$ cat src/rtl/muldiv_pkg.sv
// Shared definitions for the iterative RV32M multiply/divide unit:
// funct3 encodings, FSM state type and operand-signedness helpers.
package muldiv_pkg;

    localparam int XLEN = 32;

    localparam logic [2:0] F3_MUL    = 3'b000;
    localparam logic [2:0] F3_MULH   = 3'b001;
    localparam logic [2:0] F3_MULHSU = 3'b010;
    localparam logic [2:0] F3_MULHU  = 3'b011;
    localparam logic [2:0] F3_DIV    = 3'b100;
    localparam logic [2:0] F3_DIVU   = 3'b101;
    localparam logic [2:0] F3_REM    = 3'b110;
    localparam logic [2:0] F3_REMU   = 3'b111;

    typedef enum logic [1:0] {
        IDLE = 2'd0,
        CALC = 2'd1,
        FIX  = 2'd2
    } state_t;

    function automatic logic a_is_signed(input logic [2:0] f3);
        return (f3 == F3_MULH) || (f3 == F3_MULHSU) || (f3 == F3_DIV) || (f3 == F3_REM);
    endfunction

    function automatic logic b_is_signed(input logic [2:0] f3);
        return (f3 == F3_MULH) || (f3 == F3_DIV) || (f3 == F3_REM);
    endfunction

endpackage

$ cat src/rtl/muldiv_step.sv
// One combinational iteration on unsigned magnitudes: a shift-add multiply
// step or a restoring shift-subtract divide step, selected by div_mode_i.
module muldiv_step
    import muldiv_pkg::*;
(
    input  logic            div_mode_i,
    input  logic [XLEN-1:0] hi_i,
    input  logic [XLEN-1:0] lo_i,
    input  logic [XLEN-1:0] opnd_i,
    output logic [XLEN-1:0] hi_o,
    output logic [XLEN-1:0] lo_o
);

    logic [XLEN:0]   sum;
    logic [XLEN:0]   shifted;
    logic            ge;
    logic [XLEN-1:0] diff;

    // Multiply: {hi,lo} holds partial product in hi and the unconsumed
    // multiplier in lo. Divide: hi is the partial remainder, lo shifts the
    // dividend out and the quotient bits in.
    always_comb begin
        sum     = {1'b0, hi_i} + (lo_i[0] ? {1'b0, opnd_i} : {(XLEN+1){1'b0}});
        shifted = {hi_i, lo_i[XLEN-1]};
        ge      = (shifted >= {1'b0, opnd_i});
        diff    = shifted[XLEN-1:0] - opnd_i;
        if (div_mode_i) begin
            hi_o = ge ? diff : shifted[XLEN-1:0];
            lo_o = {lo_i[XLEN-2:0], ge};
        end else begin
            hi_o = sum[XLEN:1];
            lo_o = {sum[0], lo_i[XLEN-1:1]};
        end
    end

endmodule

$ cat src/rtl/muldiv_unit.sv
// Iterative RV32M multiply/divide unit: captures operands on start, runs
// 32 iterations (or a short special-case path) and returns a registered result.
//
// state | meaning
// IDLE  | waiting for start; busy=0
// CALC  | one iteration per cycle, counter 0..31; special cases leave after one idle cycle
// FIX   | sign correction / special-case select, result written, done pulsed
module muldiv_unit
    import muldiv_pkg::*;
(
    input  logic        clk,
    input  logic        rst_n,
    input  logic        start,
    input  logic [2:0]  funct3,
    input  logic [31:0] operand_a,
    input  logic [31:0] operand_b,
    output logic        busy,
    output logic        done,
    output logic [31:0] result
);

    state_t          state_q, state_d;
    logic [4:0]      cnt_q;
    logic [2:0]      op_q;
    logic [XLEN-1:0] hi_q, lo_q, opnd_q;
    logic            sa_q, sb_q;
    logic            div0_q, ovf_q;
    logic            done_q;
    logic [XLEN-1:0] result_q;

    logic            sa_in, sb_in;
    logic [XLEN-1:0] a_mag, b_mag;
    logic            div0_in, ovf_in;
    logic            special;
    logic [XLEN-1:0] step_hi, step_lo;
    logic [XLEN-1:0] fix_val;

    // Operand conditioning at the start boundary.
    always_comb begin
        sa_in   = operand_a[XLEN-1] & a_is_signed(funct3);
        sb_in   = operand_b[XLEN-1] & b_is_signed(funct3);
        a_mag   = sa_in ? (~operand_a + 32'd1) : operand_a;
        b_mag   = sb_in ? (~operand_b + 32'd1) : operand_b;
        div0_in = funct3[2] && (operand_b == 32'd0);
        ovf_in  = funct3[2] && !funct3[0] && !div0_in
                  && (operand_a == 32'h8000_0000) && (operand_b == 32'hFFFF_FFFF);
    end

    assign special = div0_q | ovf_q;

    muldiv_step u_step (
        .div_mode_i (op_q[2]),
        .hi_i       (hi_q),
        .lo_i       (lo_q),
        .opnd_i     (opnd_q),
        .hi_o       (step_hi),
        .lo_o       (step_lo)
    );

    // State register
    always_ff @(posedge clk) begin
        if (!rst_n) begin
            state_q <= IDLE;
        end else begin
            state_q <= state_d;
        end
    end

    // Next-state logic
    always_comb begin
        state_d = state_q;
        unique case (state_q)
            IDLE:    if (start) state_d = CALC;
            CALC:    if (special || (cnt_q == 5'd31)) state_d = FIX;
            FIX:     state_d = IDLE;
            default: state_d = IDLE;
        endcase
    end

    // Output logic: busy from state, final value selection for FIX
    always_comb begin
        logic [2*XLEN-1:0] prod;
        logic [2*XLEN-1:0] prod_fix;
        logic [XLEN-1:0]   quo_fix;
        logic [XLEN-1:0]   rem_fix;
        logic [XLEN-1:0]   a_orig;
        logic              neg;

        busy     = (state_q != IDLE);
        neg      = sa_q ^ sb_q;
        prod     = {hi_q, lo_q};
        prod_fix = neg ? (~prod + 64'd1) : prod;
        quo_fix  = neg ? (~lo_q + 32'd1) : lo_q;
        rem_fix  = sa_q ? (~hi_q + 32'd1) : hi_q;
        // lo_q still holds |dividend| on the special path since no step ran.
        a_orig   = sa_q ? (~lo_q + 32'd1) : lo_q;

        unique case (op_q)
            F3_MUL:                      fix_val = prod_fix[XLEN-1:0];
            F3_MULH, F3_MULHSU, F3_MULHU: fix_val = prod_fix[2*XLEN-1:XLEN];
            F3_DIV, F3_DIVU:             fix_val = quo_fix;
            default:                     fix_val = rem_fix;
        endcase

        if (div0_q) begin
            fix_val = op_q[1] ? a_orig : 32'hFFFF_FFFF;
        end else if (ovf_q) begin
            fix_val = op_q[1] ? 32'd0 : 32'h8000_0000;
        end
    end

    // Datapath registers
    always_ff @(posedge clk) begin
        if (!rst_n) begin
            cnt_q    <= 5'd0;
            op_q     <= 3'd0;
            hi_q     <= '0;
            lo_q     <= '0;
            opnd_q   <= '0;
            sa_q     <= 1'b0;
            sb_q     <= 1'b0;
            div0_q   <= 1'b0;
            ovf_q    <= 1'b0;
            done_q   <= 1'b0;
            result_q <= '0;
        end else begin
            done_q <= 1'b0;
            unique case (state_q)
                IDLE: begin
                    if (start) begin
                        op_q   <= funct3;
                        sa_q   <= sa_in;
                        sb_q   <= sb_in;
                        div0_q <= div0_in;
                        ovf_q  <= ovf_in;
                        cnt_q  <= 5'd0;
                        hi_q   <= '0;
                        lo_q   <= funct3[2] ? a_mag : b_mag;
                        opnd_q <= funct3[2] ? b_mag : a_mag;
                    end
                end
                CALC: begin
                    if (!special) begin
                        hi_q  <= step_hi;
                        lo_q  <= step_lo;
                        cnt_q <= cnt_q + 5'd1;
                    end
                end
                FIX: begin
                    result_q <= fix_val;
                    done_q   <= 1'b1;
                end
                default: ;
            endcase
        end
    end

    assign done   = done_q;
    assign result = result_q;

endmodule

$ cat config.mk
export PLATFORM = sky130hd
export DESIGN_NAME = muldiv_unit
export DESIGN_NICKNAME = d
export VERILOG_FILES = /design/src/rtl/muldiv_pkg.sv /design/src/rtl/muldiv_step.sv /design/src/rtl/muldiv_unit.sv
export SDC_FILE = /design/constraint.sdc
export NUM_CORES = 1
export LEC_CHECK = 0
export CAP_MARGIN = 20
export CORE_UTILIZATION = 43
export DETAILED_ROUTE_END_ITERATION = 8
export PLACE_DENSITY = 0.69
export SYNTH_ARGS = -nofsm -noshare
export SYNTH_HDL_FRONTEND = slang
export SYNTH_SLANG_ARGS = --single-unit
$ cat constraint.sdc
create_clock -name clk -period 5.8 [get_ports clk]
set_input_delay 1.16 -clock clk [delete_from_list [all_inputs] [get_ports clk]]
set_output_delay 1.16 -clock clk [all_outputs]
set_load 0.1 [all_outputs]
* Word-level counts from Yosys, hierarchy flattened
Index checks and enable logic that the tools add are counted.
** Word-level totals
- Register bits :: 143
- Input bits :: 70
- Output and inout port bits :: 34
- Logic and storage cells :: 100
** Operators by class
- Add/subtract/negate cells :: 8
- Order comparisons :: 1
- Equal/unequal tests :: 17
- Muxes and demuxes :: 30
- Bitwise logic cells :: 9
- Reductions and logical operators :: 23
** Operators with widths (count)
- $mux W32 :: 19
- $add A32 B1 Y32 const B :: 4
- $not A32 Y32 :: 4
- $pmux W32 S2 :: 2
- $pmux W32 S3 :: 1
- $add A64 B1 Y64 const B :: 1
- $eq A32 B32 Y1 const B :: 2
- $mux W64 :: 1
- $not A64 Y64 :: 1
- $add A32 B33 Y33 :: 1
- $ge A33 B32 Y1 :: 1
- $logic_not A32 Y1 :: 1
- $sub A32 B32 Y32 :: 1
- $eq A3 B3 Y1 const B :: 4
- $mux W5 :: 2
- $pmux W5 S2 :: 1
- $eq A3 B2 Y1 const B :: 3
- $eq A3 B1 Y1 const B :: 2
- $logic_or A1 B1 Y1 :: 6
- $ne A2 B2 Y1 const B :: 3
- $add A5 B1 Y5 const B :: 1
- $eq A5 B5 Y1 const B :: 1
- $logic_and A1 B1 Y1 :: 5
- $mux W2 :: 2
- 15 further kinds :: 19

* Depth between registers and ports, before layout
Gate-level depths: netlist of run 1.
- Depth after elaboration :: 9
- Mapped depth :: 15
- Gate-level depth less buffers :: 13

* Hierarchy
A second synthesis of run 1 with hierarchy kept.
** Second synthesis, totals
- Cells, all modules :: 2301
- Area total of the unflattened synthesis :: 16145.5 um^2
** Modules (own cells, without submodules)
- muldiv_unit :: times used 1, cells an instance 1556, area each 11118.2 um^2, sequential area each 2862.7 um^2
- muldiv_step :: times used 1, cells an instance 745, area each 5027.3 um^2, sequential area each 0.0 um^2

* Worst setup path after synthesis of run 1
OpenSTA, ideal clock, no wires.
- Path type :: input to register
- Start point :: input port operand_b[8]
- End point :: register lo_q[31]
- Data arrival time :: 3.428 ns
- Required time :: 5.741 ns
- Slack :: 2.313 ns
- Stages on the path :: 9
- Path buffers :: 0
- Path through :: or4_1 or4_1 nor3_2 nand2_1 or3_1 a21bo_2 o21ai_0 o211ai_1 nand2_1
** On the way
- Cells in the longest elaborated chain, start to end :: 6
** RTL lines
- start, declared :: RTL line muldiv_unit.sv:16 : input logic [31:0] operand_b,
- $not A32 Y32 :: RTL line muldiv_unit.sv:43 : b_mag = sb_in ? (~operand_b + 32'd1) : operand_b;
- $add A32 B1 Y32 :: RTL line muldiv_unit.sv:43
- $mux W32 :: RTL line muldiv_unit.sv:43
- $mux W32 :: RTL line muldiv_unit.sv:138 : lo_q <= funct3[2] ? a_mag : b_mag;
- $mux W32 :: RTL line muldiv_unit.sv:130 : if (start) begin
- $pmux W32 S2 :: RTL line muldiv_unit.sv:128 : unique case (state_q)
- end signal, assigned :: RTL line muldiv_unit.sv:138
- end signal, assigned :: RTL line muldiv_unit.sv:145 : lo_q <= step_lo;
- end, declared :: RTL line muldiv_unit.sv:25 : logic [XLEN-1:0] hi_q, lo_q, opnd_q;
No other way between the ends. The select of a mux whose other input is x is not followed.
A chain may end at the register's enable or synchronous reset.

* Worst setup path in the final report of run 1
- Start point :: register opnd_q[19]
- End point :: register hi_q[3]
** On the way
- Cells in the longest elaborated chain, start to end :: 5
** RTL lines
- start, declared :: RTL line muldiv_unit.sv:25
- start signal, assigned :: RTL line muldiv_unit.sv:139 : opnd_q <= funct3[2] ? b_mag : a_mag;
- $ge A33 B32 Y1 :: RTL line muldiv_step.sv:25 : ge = (shifted >= {1'b0, opnd_i});
- $mux W32 :: RTL line muldiv_step.sv:28 : hi_o = ge ? diff : shifted[XLEN-1:0];
- $mux W32 :: RTL line muldiv_step.sv:27 : if (div_mode_i) begin
- $mux W32 :: RTL line muldiv_unit.sv:143 : if (!special) begin
- $pmux W32 S2 :: RTL line muldiv_unit.sv:128
- end signal, assigned :: RTL line muldiv_unit.sv:144 : hi_q <= step_hi;
- end, declared :: RTL line muldiv_unit.sv:25
No other way between the ends. The select of a mux whose other input is x is not followed.

==> results.ini, run 1 <==
[grt]
grt_usage_pct = 32.39
grt_pass1_vias = 15411
gr-total-overflow = 0
grt_pass1_wl_mm = 90.02
antenna_found_initial = 2
grt_max_degree = 79

[clock_tree]
cts_resized = 0
holdBufCountCts = 0
clock_sink_count = 143
root_buffer = clkbuf_16
clkLatencyLatePin_ns = 0.46
cts_setup_buffers = 0
numCtsBuffers = 17
path_clk_slew_ns = 0.08
cts_tree = done
clk_path_buf_depth = 2
htree_levels = 4

[sta]
finalClockSkew_ns = 0.01214
period_minus_slack_ns = 4.211
slew_violations = 0
layout_setup_ws_ns = 1.589
relSlewSlack_pct = 25.18
rsz0062_at_grt = false
tns_ns = 0
hold_violations = 0
fmax_ghz = 0.2375
max_slew.worst_pin.slew_ns = 1.121
finalCritPeriodShare_pct = 72.60
whs_ns = 0.4546
finalSetupViolCount = 0

[placed_design]
dp.final_hpwl_mm = 44.32
portBuffers = 103
place_area_um2 = 16240
pre_cts_ws_ns = 1.419
gp_congestion = 0.9968

[die]
rows = 68
die_h_um = 189.0
ios = 104
core_um2 = 34460
die-area_um2 = 35730
floorplan.initialDensity_pct = 43.65
die_w_um = 189.0

[route]
vias = 16611
drt_iter0_markers = 2309
vias_per_cell = 6.416
drcViolationCount = 0
dr.pass1.iters = 6
antenna_left = 0
wire_per_inst_um = 22.72
drt-total-wl_mm = 58.83

[worst_setup_path]
reg2reg_to = hi_q[3]$_SDFFE_PN0P_
crit_arrival_ns = 4.56
reg2reg_from = opnd_q[19]$_SDFFE_PN0P_
worst_setup_path_start_kind = register
crit_required_ns = 6.15
crit_type = reg -> reg
rrSetupSlack_ns = 1.59
endpoint_kind = register
worstPathMaxFanout = 24
reg2reg_depth = 12

[pwr]
power_density_nw_per_um2 = 215.4
peakVddDrop_mv = 0.2162
p_leak_nw = 6.437

[cells_and_area]
syn2layout_area_growth_pct = 12.05
nets = 2263
fill_cells = 3488
final_util_pct = 48.91
design_area_um2 = 16850
drive_above_1_share_pct = 5.485

[logic_synthesis]
ys_ff_latch = 143
ys_seq_area_share_pct = 19.03
synth_area_leaders = dfxtp_1 (19%), xor2_1 (6.5%), a21oi_1 (6.4%), xnor2_1 (6.3%), o21ai_0 (6.2%)
synth-main-ff-cell = dfxtp_1
syn_nets = 2282
avgSynthCellArea_um2 = 7.032
synth_top_area_share_pct = 19.03
yosysTopAreaCell = dfxtp_1
yosysWarnings = 0
synth_edf_count = 0
syn_area_um2 = 15040
synthCells = 2139
ys_async_sr_fraction_pct = 0
ys_types = 79

[run_status]
outcome = completed

[hold_path]
hold_depth = 2
hold_path_end = opnd_q[7]$_SDFFE_PN0P_
min_path_type = reg -> reg
min_from = opnd_q[7]$_SDFFE_PN0P_

[flow_run]
maxCapViolations = 0

[cell type report]
cell class                 count  area, um2  area share [%]
multi-input combinational   1752      11270           66.89
sequential                   143       2865           17.00
timing repair buffer         136       1279           7.587
tap                          455      569.3           3.378
clock buffer                  17      425.4           2.524
inverter                      70      262.8           1.559
clock inverter                15      176.4           1.047
antenna                        1      2.502         0.01485
[placed cells by master, fill, tap and decap left out, drive strengths merged, types with 28 or more instances in the layout]
master / n
nand2: 218
nor2: 202
a21oi: 192
o21ai: 189
dfxtp: 143
xor2: 112
xnor2: 109
clkdlybuf4s50: 101
inv: 79
ha: 71
mux2i: 63
nand3: 50
nor3: 50
o31ai: 41
a21o: 35
buf: 34
a31oi: 28
[cells by family after synthesis]
kind of cell | synth area share, %
AOI/OAI and AO/OA | 29.04
xor gates and xnor gates | 12.87
adders and majority gates | 6.173
buffers and inverters | 6.256
DFF | 19.03
muxes | 5.391
and+or+nand+nor | 21.24
[where the power goes]
group / leakage [nW] / internal (mW) / switching [mW]
Sequential: 1.17 / 1.03 / 0.134
Combinational: 4.97 / 0.492 / 0.807
Clock: 0.296 / 0.587 / 0.575
Total: 6.44 / 2.11 / 1.52
[synth_stat cells, types with 50 or more instances]
library cell and instances:
a21oi_1 191, o21ai_0 186, dfxtp_1 143, ha_1 71, xnor2_1 109, inv_1 67, nor2_1 201, nand3_1 50
clkbuf_1 151, xor2_1 112, mux2i_1 63, nand2_1 218
[per-stage QoR]
stage          total power, mW  cells
6_report                 3.630   2589
5_1_grt                  3.773   2588
4_1_cts                  3.597   2587
3_5_place_dp             2.441   2555
3_3_place_gp             2.429   2555
2_1_floorplan            2.035   2139
[flip-flops by register name (all words and copies together), names as in the netlist]
register	cells
op_q	3
lo_q	32
result	32
opnd_q	32
ovf_q	1
state_q	2
div0_q	1
done	1
sb_q	1
sa_q	1
cnt_q	5
hi_q	32
[worst max path at each step]
stage | end | slack (ns) | startpoint | cells past startpoint
floorplan | lo_q[31]$_SDFFE_PN0P_ | 2.31 | operand_b[8] | 9
global placement | lo_q[31]$_SDFFE_PN0P_ | 1.52 | operand_b[6] | 10
detailed placement | lo_q[31]$_SDFFE_PN0P_ | 1.42 | operand_b[6] | 10
CTS | hi_q[3]$_SDFFE_PN0P_ | 1.69 | opnd_q[19]$_SDFFE_PN0P_ | 12
global route | hi_q[3]$_SDFFE_PN0P_ | 1.40 | opnd_q[19]$_SDFFE_PN0P_ | 12
finish | hi_q[3]$_SDFFE_PN0P_ | 1.59 | opnd_q[19]$_SDFFE_PN0P_ | 12
[critical path, stage by stage (launching register included)]
cell       delay (ns)
dfxtp_1          0.57
inv_1            0.17
ha_1             0.45
nand2_1          0.16
nor2_1           0.21
nor4_1           0.09
a2111oi_0        0.61
a21oi_1          0.30
o21ai_4          0.69
buf_12           0.27
mux2i_1          0.20
a21oi_1          0.08
a32o_1           0.27
[per-layer routing]
layer	vias up	routed length [um]	global-route usage [%]
met5	-	8	0
met4	2	2875	16.10
met3	170	5658	5.783
met2	955	25570	50.21
met1	7805	24720	43.06
li1	7679	-	-
No activity file was read; power rests on OpenSTA's default activity.
==> run 2, diff against run 1 <==
==> constraint.sdc (replaced) <==
create_clock -name clk -period 4.1 [get_ports clk]
set_input_delay 0.82 -clock clk [delete_from_list [all_inputs] [get_ports clk]]
set_output_delay 0.82 -clock clk [all_outputs]
set_load 0.1 [all_outputs]
==> results.ini, run 2 (synthesized netlist as in run 1, its figures left out) <==
[placed_design]
dp_cells = 2621  ; was 2555
portBuffers = 103  ; unchanged
dp.final_hpwl_mm = 46.22  ; was 44.32 mm
pre_cts_ws_ns = 0.2477  ; was 1.419 ns
gp_congestion = 1.028  ; was 0.9968

[sta]
relSlewSlack_pct = 33.11  ; was 25.18%
period_minus_slack_ns = 3.684  ; was 4.211 ns
tns_ns = 0  ; unchanged
fmax_ghz = 0.2714  ; was 0.2375 GHz
max_slew.worst_pin.slew_ns = 1.000  ; was 1.121 ns
finalSetupViolCount = 0  ; unchanged
slew_violations = 0  ; unchanged
hold_violations = 0  ; unchanged
finalClockSkew_ns = 0.02000  ; was 0.01214 ns
layout_setup_ws_ns = 0.4157  ; was 1.589 ns
finalCritPeriodShare_pct = 89.86  ; was 72.60%
rsz0062_at_grt = false  ; unchanged

[cells_and_area]
nets = 2328  ; was 2263
final_cell_mix = nand2_1 (218), nor2_1 (200), a21oi_1 (191)  ; was nand2_1 (218), nor2_1 (199), a21oi_1 (191)
drive_above_1_share_pct = 8.189  ; was 5.485%
instances_no_fill = 2655  ; was 2589
syn2layout_area_growth_pct = 15.41  ; was 12.05%
layout_commonest_cell = nand2_1  ; unchanged

[pwr]
clockPowerShare_pct = 31.4  ; was 32.0%
power_frac_comb_pct = 38.7  ; was 35.8%
peakVddDrop_mv = 0.2881  ; was 0.2162 mV
switching_share_pct = 41.67  ; was 41.77%
p_leak_nw = 6.773  ; was 6.437 nW
power_density_nw_per_um2 = 302.8  ; was 215.4 nW/um2
intPower_mw = 3.065  ; was 2.114 mW
seqPwrFrac_pct = 29.9  ; was 32.2%
p_switching_mw = 2.190  ; was 1.516 mW

[worst_setup_path]
worstPathMaxFanout = 15  ; was 24
critPathLaunch = lo_q[0]$_SDFFE_PN0P_  ; was opnd_q[19]$_SDFFE_PN0P_
crit_required_ns = 4.43  ; was 6.15 ns
reg2reg_depth = 13  ; was 12
path_cells = inv_1 -> buf_4 -> nor2_1 -> ha_1 -> a21oi_1 -> o21ai_0 -> nand2_1 -> a21boi_0 -> a31oi_1 -> o31ai_1 -> xor2_1 -> a22oi_1 -> nand3_1  ; was inv_1 -> ha_1 -> nand2_1 -> nor2_1 -> nor4_1 -> a2111oi_0 -> a21oi_1 -> o21ai_4 -> buf_12 -> mux2i_1 -> a21oi_1 -> a32o_1
crit_arrival_ns = 4.02  ; was 4.56 ns
cpMaxStageDelayCell = a21boi_0  ; was o21ai_4
rrSetupSlack_ns = 0.42  ; was 1.59 ns
endpoint_kind = register  ; unchanged
reg2reg_from = lo_q[0]$_SDFFE_PN0P_  ; was opnd_q[19]$_SDFFE_PN0P_
crit_type = reg -> reg  ; unchanged
reg2reg_to = hi_q[28]$_SDFFE_PN0P_  ; was hi_q[3]$_SDFFE_PN0P_
max_stage_delay_ns = 0.65  ; was 0.69 ns
worst_setup_path_start_kind = register  ; unchanged

[clock_tree]
htree_levels = 4  ; unchanged
numCtsBuffers = 17  ; unchanged
clk_path_buf_depth = 2  ; unchanged
holdBufCountCts = 0  ; unchanged
path_clk_slew_ns = 0.07  ; was 0.08 ns
clkLatencyLatePin_ns = 0.46  ; about the same
cts_resized = 0  ; unchanged
cts_tree = done  ; unchanged
clock_sink_count = 143  ; unchanged
root_buffer = clkbuf_16  ; unchanged
cts_setup_buffers = 0  ; unchanged

[route]
dr.pass1.iters = 8  ; was 6
wire_per_inst_um = 22.58  ; was 22.72 um
drt_iter0_markers = 1955  ; was 2309
vias = 16792  ; was 16611
antenna_left = 0  ; unchanged
vias_per_cell = 6.325  ; was 6.416
drcViolationCount = 0  ; unchanged
drt-total-wl_mm = 59.96  ; was 58.83 mm

[die]
rows = 68  ; unchanged
die_w_um = 189.0  ; unchanged
floorplan.initialDensity_pct = 43.65  ; unchanged
die-area_um2 = 35730  ; unchanged
die_h_um = 189.0  ; unchanged
ios = 104  ; unchanged
core_um2 = 34460  ; unchanged

[hold_path]
min_path_type = reg -> reg  ; unchanged
hold_path_end = opnd_q[9]$_SDFFE_PN0P_  ; was opnd_q[7]$_SDFFE_PN0P_
hold_depth = 2  ; unchanged
min_from = opnd_q[9]$_SDFFE_PN0P_  ; was opnd_q[7]$_SDFFE_PN0P_

[grt]
antenna_found_initial = 1  ; was 2
use_met2_pct = 52.15  ; was 50.21%
grt_pass1_vias = 15847  ; was 15411
gr-usage-met1_pct = 43.26  ; was 43.06%
gr-total-overflow = 0  ; unchanged
grt_usage_pct = 33.32  ; was 32.39%
met3_usage_pct = 6.617  ; was 5.783%
top_usage_layer = met2  ; unchanged
grt_max_degree = 68  ; was 79
grt_pass1_wl_mm = 92.38  ; was 90.02 mm

[run_status]
outcome = completed  ; unchanged

[flow_run]
maxCapViolations = 0  ; unchanged

-- run 2: power groups by stage --
stage	combinational (mW)	clock, mW	sequential (mW)
floorplan	1.35	0	1.53
global placement	1.95	0	1.59
detailed placement	1.97	0	1.60
CTS	1.98	1.66	1.56
global route	2.19	1.71	1.58
finish	2.04	1.65	1.57
-- run 2: cell type report --
cell class / count / area (um2)
repair buffers: 201 / 1782
well taps: 455 / 569.3
multi-input cells: 1752 / 11270
clock buffers: 17 / 425.4
clock inverters: 15 / 181.4
fillers: 3433 / 17100
diodes: 2 / 5.005
inverters: 70 / 262.8
flip-flops and latches: 143 / 2865
-- run 2: worst max path at each step --
stage	to	slack (ns)
finish	hi_q[28]$_SDFFE_PN0P_	0.42
floorplan	result[2]$_SDFFE_PN0P_	0.79
global route	hi_q[3]$_SDFFE_PN0P_	0.11
global placement	opnd_q[26]$_SDFFE_PN0P_	0.31
detailed placement	lo_q[21]$_SDFFE_PN0P_	0.25
CTS	hi_q[27]$_SDFFE_PN0P_	0.52
-- run 2: critical path, delay by kind of cell, from the launching register on --
family | cells | cell delay (ns)
adder cells (fa/ha/maj) | 1 | 0.38
buffers and inverters | 2 | 0.46
flip-flops | 1 | 0.31
XOR/XNOR | 1 | 0.10
AO/OA/AOI/OAI | 6 | 2.02
AND/OR/NAND/NOR | 3 | 0.28
-- run 2: metrics by stage --
step	util, %	total power [mW]	instance area, um2	hold WS, ns
3_5_place_dp	48.60	3.563	16750	0.4502
5_1_grt	50.36	5.477	17350	0.4768
4_1_cts	50.36	5.200	17350	0.4582
2_1_floorplan	-	2.879	15040	0.4319
3_3_place_gp	48.60	3.548	16750	0.4412
6_report	50.37	5.256	17360	0.4542
-- run 2: metal layers --
layer	routed length, um	up-vias
met2	26110	980
met5	0	-
li1	-	7805
met1	24540	7847
met3	6172	160
met4	3143	0
==> RTL edit, RTL diff (settings of run 2) <==
The 3 states of `state_t` get a one-hot encoding in 3 bits.
--- a/src/rtl/muldiv_pkg.sv
+++ b/src/rtl/muldiv_pkg.sv
@@ -14,8 +14,8 @@
     localparam logic [2:0] F3_REMU   = 3'b111;
 
-    typedef enum logic [1:0] {
-        IDLE = 2'd0,
-        CALC = 2'd1,
-        FIX  = 2'd2
+    typedef enum logic [2:0] {
+        IDLE = 3'b001,
+        CALC = 3'b010,
+        FIX  = 3'b100
     } state_t;
 
Formal check against the unedited RTL: same outputs for any inputs over 4 cycles, from zero or initial values and one cycle with rst_n low; so few cycles prove little.
==> RTL edit against run 2 <==
- routed wire length is 3.6% lower
- clock skew is 0.0062 ns lower
- via count is 0.39% lower
- die area is 0.19% lower
- sequential cell count is 1 higher
- combinational power is 19% lower
- design area is 0.87% lower
- cell count is 0.60% lower
- critical path depth is 4 lower
- worst setup slack worse by 0.12 ns
- total power is 7.8% lower
- synthesized area is 0.19% lower
- critical path type unchanged
- largest cell class unchanged
- largest power group is now clock
==> RTL edit: results (changes against run 2) <==
Vias per cell: 6.34 (+0.22%)
CP endpoint: result[4]
Number of global-route vias before repair: 15500 (-2.4%)
Via count: 16700 (-0.39%)
Leak: 6.70 nW (-1.1%)
Post-DP HPWL: 44.5 mm (-3.7%)
Largest net degree at the start of global routing: 128 (+88%)
Top cells by area, synth: dfxtp_1 19%, xnor2_1 6.9%, a21oi_1 6.8%, ha_1 5.9%, xor2_1 5.8%
Final wirelength: 57.8 mm (-3.6%)
Fillers: 3421 (-0.35%)
Status: complete, no violations
XOR/XNOR Fraction of Synth Area: 12.7% (-0.15 points)
DR pass1 iterations: 6 (-2)
Clk Tree Root Cell: clkbuf_16
Worst Hold Launch: opnd_q[5]
R2r setup slk: 0.29 ns (-0.12 ns)
CP max FO: 8 (-7)
Antenna diodes: 0 (-2)
Post-synth EDFFs: 0 (unchanged)
Layout cells sized above 1: 7.55% (-0.63 points)
Post-synthesis mux area share: 4.13% (-1.3 points)
Inst Count DP: 2606 (-0.57%)
RePlAce Congestion: 1.01 (-1.3%)
GRT Util Overall: 32.0% (-1.3 points)
Wire length of the first global-routing pass: 88.8 mm (-3.9%)
Synth unique cells: 82 (+3.8%)
Complex-gate fraction of the synthesized area: 28.9% (-0.16 points)
Post-Syn Area per Cell: 7.00 um2 (-0.47%)
Final min period: 3.81 ns (+0.123 ns)
Dpl ws: 0.257 ns (+0.00957 ns)
Synth Area in Adders: 6.18% (+0.012 points)
Layout Skew: 0.0138 ns (-0.00622 ns)
DRT iter0 DRCs: 1811 (-7.4%)
Max VDD drop: 0.000312 V (+8.2%)
Tightest Pin Transition: 1.05 ns (+0.0511 ns)
-- RTL edit: cell types whose count changed after synthesis, sizes merged, moves of 13 or more --
cell    before  now
and3         7   20
o31ai       41   20
o211ai      14   27
a21oi      192  206
o21ai      189  171
xor2       112   99
nor3        50   73
-- RTL edit: area by class of cell --
| cell class | instances | area, um2 | area share [%] |
|---|---|---|---|
| clock inverter | 11 | 156 | 0.909 |
| timing repair buffer | 184 | 1660 | 9.67 |
| inverter | 72 | 270 | 1.57 |
| multi-input combinational | 1752 | 11200 | 65.2 |
| sequential | 144 | 2890 | 16.8 |
| tap | 455 | 569 | 3.31 |
| clock buffer | 21 | 440 | 2.56 |
-- RTL edit: layer usage --
layer / vias up / routed length, um / GRT usage, %
li1: 7831 / - / -
met1: 7856 / 23500 / 40.7
met2: 882 / 25500 / 50.2
met3: 156 / 5490 / 6.93
met4: 2 / 3220 / 17.8
met5: - / 12 / 0
-- RTL edit: worst max-delay path, stage by stage, from the launching register on --
cell and delay (ns):
dfxtp_1 0.32, or3_1 0.54, nor4_2 0.83, nand4_1 0.34, nor2_1 0.47, a21oi_1 0.15, xor2_1 0.20, a2111oi_0 0.56
buf_4 0.23, nor2_1 0.05
-- RTL edit: power breakdown --
group	internal, mW	switching [mW]
Combinational	0.603	1.04
Clock	0.964	0.695
Sequential	1.46	0.0835
Total	3.03	1.82
-- RTL edit: how the worst min path moves through the flow --
| stage | slack, ns | end | depth (start not counted) |
|---|---|---|---|
| floorplan | 0.43 | opnd_q[11] | 2 |
| global placement | 0.44 | opnd_q[11] | 2 |
| detailed placement | 0.45 | opnd_q[5] | 2 |
| CTS | 0.45 | opnd_q[5] | 2 |
| global route | 0.48 | opnd_q[11] | 2 |
| finish | 0.45 | opnd_q[5] | 2 |
